`src/rtl/mac_pkg.sv`:
```
// mac_pkg: types and constants shared across the MAC datapath stages.
package mac_pkg;

    localparam int PRODUCT_W = 4;

    typedef enum logic [1:0] {
        IDLE = 2'b00,
        ACC  = 2'b01,
        DONE = 2'b10
    } state_t;

endpackage

```
`src/rtl/mac_accumulator_if.sv`:
```
// mac_accumulator_if: product stream in, finished dot-product out.
interface mac_accumulator_if #(parameter int ACC_W = 8);
    import mac_pkg::*;

    logic                 start;
    logic                 in_valid;
    logic [PRODUCT_W-1:0] product;
    logic                 in_ready;
    logic [ACC_W-1:0]     acc_out;
    logic                 out_valid;
    logic                 out_ready;
    logic                 overflow;

    modport master (
        output start, in_valid, product, out_ready,
        input  in_ready, acc_out, out_valid, overflow
    );

    modport slave (
        input  start, in_valid, product, out_ready,
        output in_ready, acc_out, out_valid, overflow
    );

endinterface

```
`src/rtl/mac_accumulator_ripple_adder.sv`:
```
// ripple_adder: ACC_W-bit ripple-carry adder from gate-level full-adder cells.
module ripple_adder #(
    parameter int ACC_W = 8
) (
    input  logic [ACC_W-1:0] a,
    input  logic [ACC_W-1:0] b,
    output logic [ACC_W-1:0] sum,
    output logic             cout
);

    logic [ACC_W:0] c;

    assign c[0] = 1'b0;

    for (genvar i = 0; i < ACC_W; i++) begin : g_fa
        logic p, g, t;
        xor u_p (p, a[i], b[i]);
        xor u_s (sum[i], p, c[i]);
        and u_g (g, a[i], b[i]);
        and u_t (t, p, c[i]);
        or  u_c (c[i+1], g, t);
    end

    assign cout = c[ACC_W];

endmodule

```
`src/rtl/mac_accumulator.sv`:
```
// mac_accumulator: sums N_TERMS products into a wrapping accumulator with a
// sticky overflow flag and hands the result out over a valid/ready handshake.
module mac_accumulator
    import mac_pkg::*;
#(
    parameter int ACC_W   = 8,
    parameter int N_TERMS = 4
) (
    input logic                clk,
    input logic                rst_n,
    mac_accumulator_if.slave   bus
);

    localparam int               CNT_W = $clog2(N_TERMS + 1);
    localparam logic [CNT_W-1:0] LAST  = CNT_W'(N_TERMS - 1);

    state_t           state_q, state_d;
    logic [CNT_W-1:0] count_q, count_d;
    logic [ACC_W-1:0] acc_q, acc_d;
    logic             ovf_q, ovf_d;
    logic [ACC_W-1:0] addend, sum;
    logic             cout;

    always_comb begin
        addend                  = '0;
        addend[PRODUCT_W-1:0]   = bus.product;
    end

    ripple_adder #(.ACC_W(ACC_W)) u_adder (
        .a    (acc_q),
        .b    (addend),
        .sum  (sum),
        .cout (cout)
    );

    always_comb begin
        state_d = state_q;
        count_d = count_q;
        acc_d   = acc_q;
        ovf_d   = ovf_q;
        case (state_q)
            IDLE: if (bus.start) begin
                state_d = ACC;
                count_d = '0;
                acc_d   = '0;
                ovf_d   = 1'b0;
            end
            ACC: if (bus.in_valid) begin
                acc_d   = sum;
                ovf_d   = ovf_q | cout;
                count_d = count_q + CNT_W'(1);
                state_d = (count_q == LAST) ? DONE : ACC;
            end
            DONE: state_d = bus.out_ready ? IDLE : DONE;
            default: state_d = IDLE;
        endcase
    end

    always_ff @(posedge clk or negedge rst_n) begin
        if (!rst_n) begin
            state_q <= IDLE;
            count_q <= '0;
            acc_q   <= '0;
            ovf_q   <= 1'b0;
        end else begin
            state_q <= state_d;
            count_q <= count_d;
            acc_q   <= acc_d;
            ovf_q   <= ovf_d;
        end
    end

    // Handshake flags decode straight from the state register: no input-to-output paths.
    assign bus.in_ready  = (state_q == ACC);
    assign bus.out_valid = (state_q == DONE);
    assign bus.acc_out   = acc_q;
    assign bus.overflow  = ovf_q;

endmodule

```
`src/flat_wrapper.sv`:
```
// flat-port wrapper written by rule: the top's interface ports become plain ports
module mac_accumulator_flat import mac_pkg::*;
#(
    parameter int ACC_W   = 8,
    parameter int N_TERMS = 4
)
  (clk, rst_n, bus_start, bus_in_valid, bus_product, bus_out_ready, bus_in_ready, bus_acc_out, bus_out_valid, bus_overflow);
  mac_accumulator_if #(.ACC_W(ACC_W)) bus_i ();
  input logic clk;
  input logic rst_n;
  input wire logic [$bits(bus_i.start)-1:0] bus_start;
  input wire logic [$bits(bus_i.in_valid)-1:0] bus_in_valid;
  input wire logic [$bits(bus_i.product)-1:0] bus_product;
  input wire logic [$bits(bus_i.out_ready)-1:0] bus_out_ready;
  output wire logic [$bits(bus_i.in_ready)-1:0] bus_in_ready;
  output wire logic [$bits(bus_i.acc_out)-1:0] bus_acc_out;
  output wire logic [$bits(bus_i.out_valid)-1:0] bus_out_valid;
  output wire logic [$bits(bus_i.overflow)-1:0] bus_overflow;
  assign bus_i.start = bus_start;
  assign bus_i.in_valid = bus_in_valid;
  assign bus_i.product = bus_product;
  assign bus_i.out_ready = bus_out_ready;
  assign bus_in_ready = bus_i.in_ready;
  assign bus_acc_out = bus_i.acc_out;
  assign bus_out_valid = bus_i.out_valid;
  assign bus_overflow = bus_i.overflow;
  mac_accumulator #(.ACC_W(ACC_W), .N_TERMS(N_TERMS)) u_core (.clk(clk), .rst_n(rst_n), .bus(bus_i));
endmodule
```
`config.mk`:
```
export PLATFORM = sky130hd
export DESIGN_NAME = mac_accumulator_flat
export DESIGN_NICKNAME = d
export VERILOG_FILES = /design/src/rtl/mac_pkg.sv /design/src/rtl/mac_accumulator_if.sv /design/src/rtl/mac_accumulator_ripple_adder.sv /design/src/rtl/mac_accumulator.sv /design/src/flat_wrapper.sv
export SDC_FILE = /design/constraint.sdc
export NUM_CORES = 1
export LEC_CHECK = 0
export ABC_AREA = 1
export CAP_MARGIN = 20
export CORE_ASPECT_RATIO = 1.5
export CORE_MARGIN = 1.5
export CORE_UTILIZATION = 35
export CTS_BUF_LIST = sky130_fd_sc_hd__clkbuf_16
export DETAILED_ROUTE_END_ITERATION = 8
export PLACE_DENSITY_LB_ADDON = 0.12
export SLEW_MARGIN = 25
export SYNTH_ARGS = -nofsm -noshare
export SYNTH_HDL_FRONTEND = slang
export SYNTH_HIERARCHICAL = 1
export SYNTH_SLANG_ARGS = --single-unit
```
`constraint.sdc`:
```
create_clock -name clk -period 5.35 [get_ports clk]
set_input_delay 1.07 -clock clk [delete_from_list [all_inputs] [get_ports clk]]
set_output_delay 1.07 -clock clk [all_outputs]
set_load 0.01 [all_outputs]
```
==> results by group, run 1 <==
Outcome
  • Status: completed

Synthesis
  • Post-synthesis register bit count: 14
  • Post-synthesis simple-gate area fraction: 23.69%
  • Post-synthesis compound-gate area fraction: 1.349%
  • Synth Area per Inst: 9.071 um^2
  • Main combinational cell family by area after synthesis: simple AND/OR/NAND/NOR gates
  • Post-Synth XOR/XNOR Area: 0%
  • Distinct cell type count after synthesis: 14
  • Share of the synthesized area in the top cell type: 41.98%
  • Synth area leaders: dfrtp_1 42%, fa_1 17%, nand2_1 13%
  • Synth Instances: 92
  • Syn. warnings: 6
  • Largest area contributor in the netlist: dfrtp_1
  • Proportion of synthesized area in mux cells: 0%
  • Adder and majority cell fraction of the synthesized area: 21.29%
  • Mapped cell area: 834.6 um^2
  • Seq/Total Area, Yosys: 41.98%

Worst setup path
  • Crit path cell chain: clkdlybuf4s50_1, ha_1, fa_1, fa_1, fa_1, fa_1, fa_1, fa_1, inv_1, fa_1, inv_1, nand2_1, nand2_1
  • Endpoint class of the critical path: flip-flop
  • CP max FO: 1
  • Slowest cell on crit path: clkdlybuf4s50_1
  • CP Launch Type: input port
  • Critical path's top delay family: adder cells
  • Crit-path max cell delay: 0.41 ns
  • Crit path buf inv count: 3
  • Critical Path Most Common Cell: fa_1
  • CP arrival: 4.61 ns
  • Setup CP Type: input port to flip-flop
  • Crit path required time: 5.53 ns

Route
  • Via density: 4.890
  • Drt drc: 0
  • Routed Wire Length: 1.620 mm
  • Initial DRC Count: 8
  • Top Metal Used: met4
  • WL/cell: 11.91 um
  • Vias: 665
  • Post-route antenna net violation count: 0
  • Met3 routed WL: 86 um
  • DR WL met2: 848 um
  • Drt pass-1 iters: 4
  • Met1 wire length: 645 um

Min path
  • HP Class: flip-flop to flip-flop

Pwr
  • Psw: 0.0002200 W
  • Pint: 0.0003874 W
  • Leakage: 0.5812 nW
  • Tot Pwr: 0.0006074 W
  • Combinational share of power: 44.8%
  • Part of the power in the clock network: 22.5%
  • Maximum vdd drop: 243.0 uV
  • Sequential share of power: 32.7%
  • Pwr/cell area: 549.2 nW/um^2
  • Switch share: 36.22%

Clock network
  • TritonCTS clock tree: built
  • Clk slew on worst S/H paths: 0.04 ns
  • Clock root cell: clkbuf_16
  • H-tree level count: 1
  • TritonCTS buffer count: 3
  • CTS Sinks: 14
  • Hold_buf cts: 0
  • Postcts setup bufs: 0
  • Worst skew pair latency: 0.24 ns
  • Clock tree buffer depth: 2
  • Resized cells post-CTS: 0

STA
  • Slew Viols, Final: 0
  • Peak Freq: 225.6 MHz
  • RSZ-0062 raised after global routing: false
  • Endpoints failing hold: 0
  • Sum of negative setup slack: 0 ns
  • Worst-Margin Slew: 0.6513 ns
  • Final setup violation count: 0
  • Period minus WS final: 4.433 ns
  • Fin crit share: 82.86%
  • Final Skew: 0.0008779 ns
  • Slew HR: 56.45%

Global routing
  • Initial antenna violation count: 0
  • Vias in the first global route: 650
  • First-pass GRT wire length: 2.773 mm
  • GRT overflow: 0
  • Pin count of the biggest net entering global routing: 15
  • Gr usage total: 14.08%

Run
  • Max cap viols: 0

Finish
  • FF+latch area: 350.3 um^2
  • Commonest cells after routing, fill and taps aside: 29 x nand2_1, 19 x clkdlybuf4s50_1, 15 x inv_1
  • Commonest non-fill, non-tap cell in the layout: nand2_1
  • Final Cell Area: 1106 um^2
  • N_diodes: 0
  • Finished Core Util: 49.52%
  • Net count reported at finish: 134
  • Layout cell share with drive strength beyond 1: 5.310%
  • Layout area overhead: 32.53%
  • Fillcell total: 223
  • Area occupied by multi-input gates: 401.6 um^2

Place
  • Port bufs: 19
  • Placement Cell Area: 1031 um^2
  • DP HPWL: 1.211 mm
  • GPL Wtd Cong: 0.6783

Floorplanning
  • I/O pins: 20
  • # rows: 21
  • Core box area: 2233 um^2
  • Die footprint: 2692 um^2
  • Chip height: 62.81 um
  • Initial Util: 37.37%
  • Die Width: 42.87 um
-- sequential cells by signal, summed over array words and instances (netlist names) --
register,flops
u_core/bus.acc_out,8
u_core/bus.overflow,1
u_core/count_q,3
u_core/state_q,2
-- Yosys cell counts --
library cell,count
buf_4,3
nor2_1,1
o22ai_1,1
a21oi_1,1
conb_1,1
nand2_1,29
ha_1,3
inv_2,1
inv_1,15
nand3_2,2
fa_1,7
buf_6,1
nand3_1,13
dfrtp_1,14
-- final timing paths --
kind / from / endpoint / slack (ns) / depth (start not counted)
min: u_core/bus.overflow$_DFFE_PN0P_ / u_core/bus.overflow$_DFFE_PN0P_ / 0.48 / 2
min reg2reg: u_core/bus.overflow$_DFFE_PN0P_ / u_core/bus.overflow$_DFFE_PN0P_ / 0.48 / 2
max: bus_product[0] / u_core/bus.acc_out[7]$_DFFE_PN0P_ / 0.92 / 13
max in group asynchronous: rst_n / u_core/bus.acc_out[1]$_DFFE_PN0P_ / 3.70 / 1
min in group asynchronous: rst_n / u_core/count_q[0]$_DFFE_PN0P_ / 1.24 / 1
max reg2reg: u_core/bus.acc_out[0]$_DFFE_PN0P_ / u_core/bus.acc_out[7]$_DFFE_PN0P_ / 1.74 / 12
-- worst min-delay path, stage by stage (launching register included) --
cell,delay (ns)
dfrtp_1,0.34
nand2_1,0.05
nand2_1,0.05
-- final cells by class --
cell class	instances	area share, %
Inverter	16	5.430
Multi-Input combinational cell	61	36.31
Sequential cell	14	31.67
Tap cell	23	2.602
Clock buffer	3	6.787
Timing Repair Buffer	19	17.19
-- power groups by stage --
stage                     Combinational (W)  Clock (W)  Sequential, W
final                              0.000272   0.000137       0.000199
after global routing               0.000310   0.000147       0.000207
after CTS                          0.000278   0.000141       0.000200
after detailed placement           0.000277          0       0.000201
after global placement             0.000273          0       0.000200
after floorplan                    0.000165          0       0.000207
-- cell families after synthesis --
kind of cell / count (synthesis)
other: 1
flip-flops: 14
AND/OR/NAND/NOR: 45
AO/OA/AOI/OAI: 2
buffers and inverters: 20
adder cells (fa/ha/maj): 10
-- metal layers --
metal / up-vias / global-route usage [%]
met4: 0 / 10.55
met1: 328 / 15.83
met2: 18 / 22.73
li1: 315 / -
met3: 4 / 2.601
met5: - / 0
-- per-stage QoR --
stage | cells | hold slack, ns | worst slack, ns
3_3_place_gp | 133 | 0.4692 | 0.6956
5_1_grt | 136 | 0.5158 | 0.7611
3_5_place_dp | 133 | 0.4739 | 0.6442
6_report | 136 | 0.4836 | 0.9172
4_1_cts | 136 | 0.4903 | 0.9037
2_1_floorplan | 95 | 0.4714 | 1.195
(Power assumes the default switching activity.)
==> inputs of run 2 (changes only) <==
- clock period: 5.35 -> 3.8 ns (I/O delays scaled with it)
==> run 2 against run 1 <==
  * Wire length rose by 0.80%
  * Combinational power rose by 47%
  * Power rose by 44%
  * Design area rose by 1.0%
  * Cell count did not move
  * Global-route usage rose by 0.58 points
  * Count of clock-buffer cells in the layout did not move
  * Highest routed layer unchanged
  * Via count fell by 2.4%
==> results by group, run 2 (synthesis gave the netlist of run 1 again) <==
STA
  • Period minus WS final: 3.670 ns
  • Slew HR: 58.26% (+1.8 points)
  • Worst-Margin Slew: 0.6241 ns (-0.02713 ns)
  • Final setup violation count: 0 (unchanged)
  • RSZ-0062 raised after global routing: false
  • Peak Freq: 272.5 MHz
  • Final Skew: 0.0007348 ns (-0.0001431 ns)
  • Worst Slack Setup Final: 0.1301 ns (-0.7871 ns)
  • Slew Viols, Final: 0 (unchanged)
  • Fin crit share: 96.58%
  • Endpoints failing hold: 0 (unchanged)

Worst setup path
  • Crit path cell chain: dlygate4sd2_1, fa_2, fa_2, fa_2, fa_2, fa_2, fa_2, inv_2, fa_1, inv_1, nand2_1, nand2_1
  • R2R depth: 12 (unchanged)
  • Critical Path Most Common Cell: fa_2
  • Critical path's top delay family: adder cells
  • Crit-path max cell delay: 0.40 ns (about the same)
  • CP Launch Type: input port
  • Setup CP Type: input port to flip-flop
  • Slowest cell on crit path: fa_1
  • R2r endpoint: u_core/bus.acc_out[7]$_DFFE_PN0P_
  • CP arrival: 3.85 ns (-0.76 ns)
  • Crit path buf inv count: 3 (unchanged)
  • Endpoint class of the critical path: flip-flop
  • Crit path required time: 3.98 ns (-1.55 ns)
  • R2R setup slack: 0.34 ns (-1.40 ns)
  • Reg2reg start: u_core/bus.acc_out[0]$_DFFE_PN0P_
  • CP max FO: 1 (unchanged)

Min path
  • Min-delay src: u_core/bus.overflow$_DFFE_PN0P_
  • WHS Path Cells: 2 (unchanged)
  • Hold endpoint: u_core/bus.overflow$_DFFE_PN0P_
  • HP Class: flip-flop to flip-flop

Finish
  • Max FFs per register: 8 (unchanged)
  • Finished Core Util: 50.03% (+0.50 points)
  • Layout area overhead: 33.88%
  • Area occupied by multi-input gates: 419.2 um^2 (+4.4%)
  • Layout cell share with drive strength beyond 1: 13.27% (+8.0 points)
  • Commonest cells after routing, fill and taps aside: 29 x nand2_1, 17 x clkdlybuf4s50_1, 14 x inv_1, 14 x dfrtp_1, 13 x nand3_1
  • FF+latch area: 350.3 um^2 (unchanged)
  • N_diodes: 0 (unchanged)
  • Net count reported at finish: 134 (unchanged)
  • Fillcell total: 214 (-4.0%)
  • Commonest non-fill, non-tap cell in the layout: nand2_1

Place
  • Pre-CTS setup slack: -0.5217 ns (-1.166 ns)
  • GPL Wtd Cong: 0.6995 (+3.1%)
  • Port bufs: 19 (unchanged)
  • DP HPWL: 1.181 mm (-2.5%)

Clock network
  • Clk slew on worst S/H paths: 0.04 ns (about the same)
  • Worst skew pair latency: 0.24 ns (about the same)
  • Clock root cell: clkbuf_16
  • Clock tree buffer depth: 2 (unchanged)
  • TritonCTS buffer count: 3 (unchanged)
  • TritonCTS clock tree: built
  • CTS Sinks: 14 (unchanged)
  • H-tree level count: 1 (unchanged)

Pwr
  • Maximum vdd drop: 409.8 uV (+69%)
  • Part of the power in the clock network: 22.0% (-0.5 points)
  • Pwr/cell area: 783.3 nW/um^2 (+43%)
  • Switch share: 36.62% (+0.40 points)
  • Leakage: 0.5729 nW (-1.4%)
  • Pint: 0.0005547 W (+43%)
  • Combinational share of power: 45.7% (+0.9 points)
  • Sequential share of power: 32.3% (-0.4 points)
  • Psw: 0.0003205 W (+46%)

Global routing
  • Vias in the first global route: 694 (+6.8%)
  • First-pass GRT wire length: 2.925 mm (+5.5%)
  • Pin count of the biggest net entering global routing: 15 (unchanged)
  • Gr usage total: 14.66% (+0.58 points)
  • GRT overflow: 0 (unchanged)
  • Initial antenna violation count: 0 (unchanged)

Route
  • Vias: 649 (-2.4%)
  • Via density: 4.772 (-2.4%)
  • Routed Wire Length: 1.633 mm (+0.80%)
  • Drt pass-1 iters: 4 (unchanged)
  • Initial DRC Count: 11 (+3)
  • WL/cell: 12.01 um (+0.80%)
  • Drt drc: 0 (unchanged)
  • Post-route antenna net violation count: 0 (unchanged)

Floorplanning
  • Die Width: 42.87 um (unchanged)
  • I/O pins: 20 (unchanged)
  • Chip height: 62.81 um (unchanged)
  • Initial Util: 37.37% (unchanged)
  • Die footprint: 2692 um^2 (unchanged)
  • # rows: 21 (unchanged)
  • Core box area: 2233 um^2 (unchanged)

Outcome
  • Status: completed

Run
  • Max cap viols: 0 (unchanged)
run 2: cell type report:
cell class	count	share of cell area, %
Sequential cell	14	31.36
Multi-Input combinational cell	61	37.51
Timing Repair Buffer	19	16.46
Clock buffer	3	6.719
Inverter	16	5.375
Tap cell	23	2.576
run 2: worst reg2reg max path, stage by stage, from the launching register on:
cell and delay [ns]:
dfrtp_1 0.40, ha_2 0.20, fa_2 0.35, fa_2 0.38, fa_2 0.37, fa_2 0.37
fa_2 0.35, fa_2 0.36, inv_2 0.06, fa_1 0.40, inv_1 0.06, nand2_1 0.04
nand2_1 0.06
run 2: through the flow:
| stage | hold slack, ns | setup TNS [ns] | std cells | total power (W) | cell area (um^2) |
|---|---|---|---|---|---|
| after floorplan | 0.4644 | 0 | 95 | 0.0005268 | 850.8 |
| after global placement | 0.4699 | -0.8444 | 133 | 0.0006688 | 1036 |
| after detailed placement | 0.4713 | -0.9656 | 133 | 0.0006728 | 1036 |
| after CTS | 0.4916 | 0 | 136 | 0.0008891 | 1117 |
| after global routing | 0.5345 | 0 | 136 | 0.0009634 | 1117 |
| final | 0.4872 | 0 | 136 | 0.0008752 | 1117 |
run 2: power by group through the flow:
stage,registers [W],logic [W],clock network (W)
floorplan,0.000292,0.000235,0
global placement,0.000281,0.000388,0
detailed placement,0.000283,0.000390,0
CTS,0.000285,0.000405,0.000199
global route,0.000295,0.000462,0.000207
finish,0.000282,0.000400,0.000192
run 2: metal layers:
layer | routed length [um] | GRT usage, %
met2 | 887 | 25.76
met4 | 18 | 8.984
met5 | 0 | 0
met3 | 70 | 2.601
met1 | 656 | 15.46
run 2: how the worst max path moves through the flow:
stage / start / cells past startpoint / slack (ns) / endpoint
2_1_floorplan: bus_product[0] / 12 / 0.03 / u_core/bus.acc_out[7]$_DFFE_PN0P_
3_3_place_gp: bus_product[0] / 13 / -0.48 / u_core/bus.acc_out[7]$_DFFE_PN0P_
3_5_place_dp: bus_product[0] / 13 / -0.52 / u_core/bus.acc_out[7]$_DFFE_PN0P_
4_1_cts: bus_product[0] / 13 / 0.08 / u_core/bus.acc_out[7]$_DFFE_PN0P_
5_1_grt: bus_product[1] / 12 / 0.002 / u_core/bus.acc_out[7]$_DFFE_PN0P_
6_report: bus_product[1] / 12 / 0.13 / u_core/bus.acc_out[7]$_DFFE_PN0P_
run 2: what timing repair did:
action / CTS / global route
endpoints found under the setup margin: 2 / 1
resized for setup: 10 / 0
hold buffers: 0 / 0
pin swaps: 8 / 2
buffers inserted: 0 / 0
==> inputs of run 3 (changes only) <==
- SKIP_CTS_REPAIR_TIMING: unset -> 1
==> run 3 against run 2 <==
  * Largest power group unchanged
  * Highest routed layer unchanged
  * Worst hold slack is essentially flat
  * Combinational power grew 1%
  * Cell count is the same
  * Power grew 0.71%
  * Largest cell class unchanged
==> results by group, run 3 (synthesis gave the netlist of run 1 again) <==
Route
  • Routed Wire Length: 1.639 mm (+0.37%)
  • WL/cell: 12.05 um (+0.37%)
  • Drt drc: 0 (unchanged)
  • Via density: 4.772 (unchanged)
  • Vias: 649 (unchanged)
  • Initial DRC Count: 13 (+2)
  • Post-route antenna net violation count: 0 (unchanged)
  • Drt pass-1 iters: 4 (unchanged)

Pwr
  • Combinational share of power: 45.9% (+0.2 points)
  • Switch share: 36.72% (+0.10 points)
  • Part of the power in the clock network: 21.8% (-0.2 points)
  • Maximum vdd drop: 417.7 uV (+1.9%)
  • Sequential share of power: 32.3% (about the same)
  • Psw: 0.0003237 W (+0.99%)
  • Leakage: 0.5841 nW (+2.0%)
  • Pint: 0.0005578 W (+0.55%)
  • Pwr/cell area: 775.0 nW/um^2 (-1.1%)

Worst setup path
  • Slowest cell on crit path: fa_1
  • Endpoint class of the critical path: flip-flop
  • Crit path cell chain: buf_6, ha_4, fa_2, fa_2, fa_2, fa_2, fa_2, fa_2, inv_2, fa_1, inv_1, nand2_1, nand2_1
  • Crit path required time: 3.98 ns (about the same)
  • CP max FO: 1 (unchanged)
  • Setup CP Type: input port to flip-flop
  • Critical Path Most Common Cell: fa_2
  • CP Launch Type: input port
  • CP arrival: 3.85 ns (about the same)
  • Crit-path max cell delay: 0.40 ns (about the same)

Clock network
  • TritonCTS buffer count: 3 (unchanged)
  • Clock tree buffer depth: 2 (unchanged)
  • TritonCTS clock tree: built
  • Clock root cell: clkbuf_16
  • CTS Sinks: 14 (unchanged)
  • H-tree level count: 1 (unchanged)
  • Clk slew on worst S/H paths: 0.04 ns (about the same)
  • Worst skew pair latency: 0.24 ns (about the same)

STA
  • Peak Freq: 272.2 MHz (-0.11%)
  • Slew HR: 58.26% (about the same)
  • Period minus WS final: 3.674 ns (+0.004051 ns)
  • Endpoints failing hold: 0 (unchanged)
  • Fin crit share: 96.68% (+0.11 points)
  • Final Skew: 0.0004799 ns (-0.0002549 ns)
  • Final setup violation count: 0 (unchanged)
  • Hold_ws: 0.4872 ns (-0.000007000 ns)
  • RSZ-0062 raised after global routing: true
  • Slew Viols, Final: 0 (unchanged)
  • Worst-Margin Slew: 0.6242 ns (+0.00002909 ns)

Floorplanning
  • I/O pins: 20 (unchanged)
  • Die footprint: 2692 um^2 (unchanged)
  • Initial Util: 37.37% (unchanged)
  • Chip height: 62.81 um (unchanged)
  • # rows: 21 (unchanged)
  • Die Width: 42.87 um (unchanged)
  • Core box area: 2233 um^2 (unchanged)

Finish
  • Fin cells: 136 (unchanged)
  • Layout area overhead: 36.28%
  • Net count reported at finish: 134 (unchanged)
  • Finished Core Util: 50.92% (+0.90 points)
  • Layout cell share with drive strength beyond 1: 13.27% (unchanged)
  • Commonest cells after routing, fill and taps aside: 29 x nand2_1, 17 x clkdlybuf4s50_1, 14 x inv_1, 14 x dfrtp_1, 13 x nand3_1
  • Max FFs per register: 8 (unchanged)
  • Area occupied by multi-input gates: 429.2 um^2 (+2.4%)
  • Commonest non-fill, non-tap cell in the layout: nand2_1
  • Fillcell total: 208 (-2.8%)
  • N_diodes: 0 (unchanged)
  • FF+latch area: 350.3 um^2 (unchanged)

Global routing
  • Vias in the first global route: 689 (-0.72%)
  • Pin count of the biggest net entering global routing: 15 (unchanged)
  • Gr usage total: 14.66% (unchanged)
  • Initial antenna violation count: 0 (unchanged)
  • GRT overflow: 0 (unchanged)
  • First-pass GRT wire length: 2.939 mm (+0.48%)

Run
  • Max cap viols: 0 (unchanged)

Place
  • Port bufs: 19 (unchanged)
  • Dpl cells: 133 (unchanged)
  • DP HPWL: 1.181 mm (unchanged)
  • GPL Wtd Cong: 0.6995 (unchanged)

Outcome
  • Status: completed

Min path
  • HP Class: flip-flop to flip-flop
[run 3: power groups by stage]
| stage | logic [W] | clock network, W | registers (W) |
|---|---|---|---|
| global route | 0.000469 | 0.000207 | 0.000297 |
| floorplan | 0.000235 | 0 | 0.000292 |
| finish | 0.000405 | 0.000192 | 0.000284 |
| detailed placement | 0.000390 | 0 | 0.000283 |
| CTS | 0.000393 | 0.000199 | 0.000283 |
| global placement | 0.000388 | 0 | 0.000281 |
[run 3: layout make-up]
class	count	share of cell area, %
timing repair buffer	19	17.05
inverter	16	5.281
clock buffer	3	6.601
sequential	14	30.80
multi-input combinational	61	37.73
tap	23	2.530
[run 3: final timing paths]
path,start,end,slack [ns],cells past startpoint
worst min register to register,u_core/bus.overflow$_DFFE_PN0P_,u_core/bus.overflow$_DFFE_PN0P_,0.49,2
worst max register to register,u_core/bus.acc_out[0]$_DFFE_PN0P_,u_core/bus.acc_out[7]$_DFFE_PN0P_,0.29,12
worst min-delay path,u_core/bus.overflow$_DFFE_PN0P_,u_core/bus.overflow$_DFFE_PN0P_,0.49,2
worst max-delay path,bus_product[0],u_core/bus.acc_out[7]$_DFFE_PN0P_,0.13,13
max in group asynchronous,rst_n,u_core/bus.acc_out[0]$_DFFE_PN0P_,2.48,1
min in group asynchronous,rst_n,u_core/state_q[0]$_DFFE_PN0P_,0.91,1
[run 3: critical path, delay by kind of cell]
family,cells,cell delay [ns]
adders and majority gates,8,2.76
buffers and inverters,3,0.21
and+or+nand+nor,2,0.11
[run 3: routing by layer]
| layer | track usage [%] | vias up | part of all wire [%] |
|---|---|---|---|
| met5 | 0 | - | 0 |
| met4 | 8.984 | 0 | 1.1 |
| met3 | 2.601 | 2 | 4.7 |
| met2 | 25.38 | 18 | 55 |
| met1 | 15.83 | 313 | 39 |
| li1 | - | 316 | - |
[run 3: stage by stage]
step | TNS (ns) | area, um^2 | setup slack [ns] | total power [W]
6_report | 0 | 1137 | 0.1261 | 0.0008814
5_1_grt | -0.004431 | 1137 | -0.004431 | 0.0009729
4_1_cts | -0.3357 | 1111 | -0.2763 | 0.0008750
3_5_place_dp | -0.9656 | 1036 | -0.5217 | 0.0006728
3_3_place_gp | -0.8444 | 1036 | -0.4772 | 0.0006688
2_1_floorplan | 0 | 850.8 | 0.03296 | 0.0005268
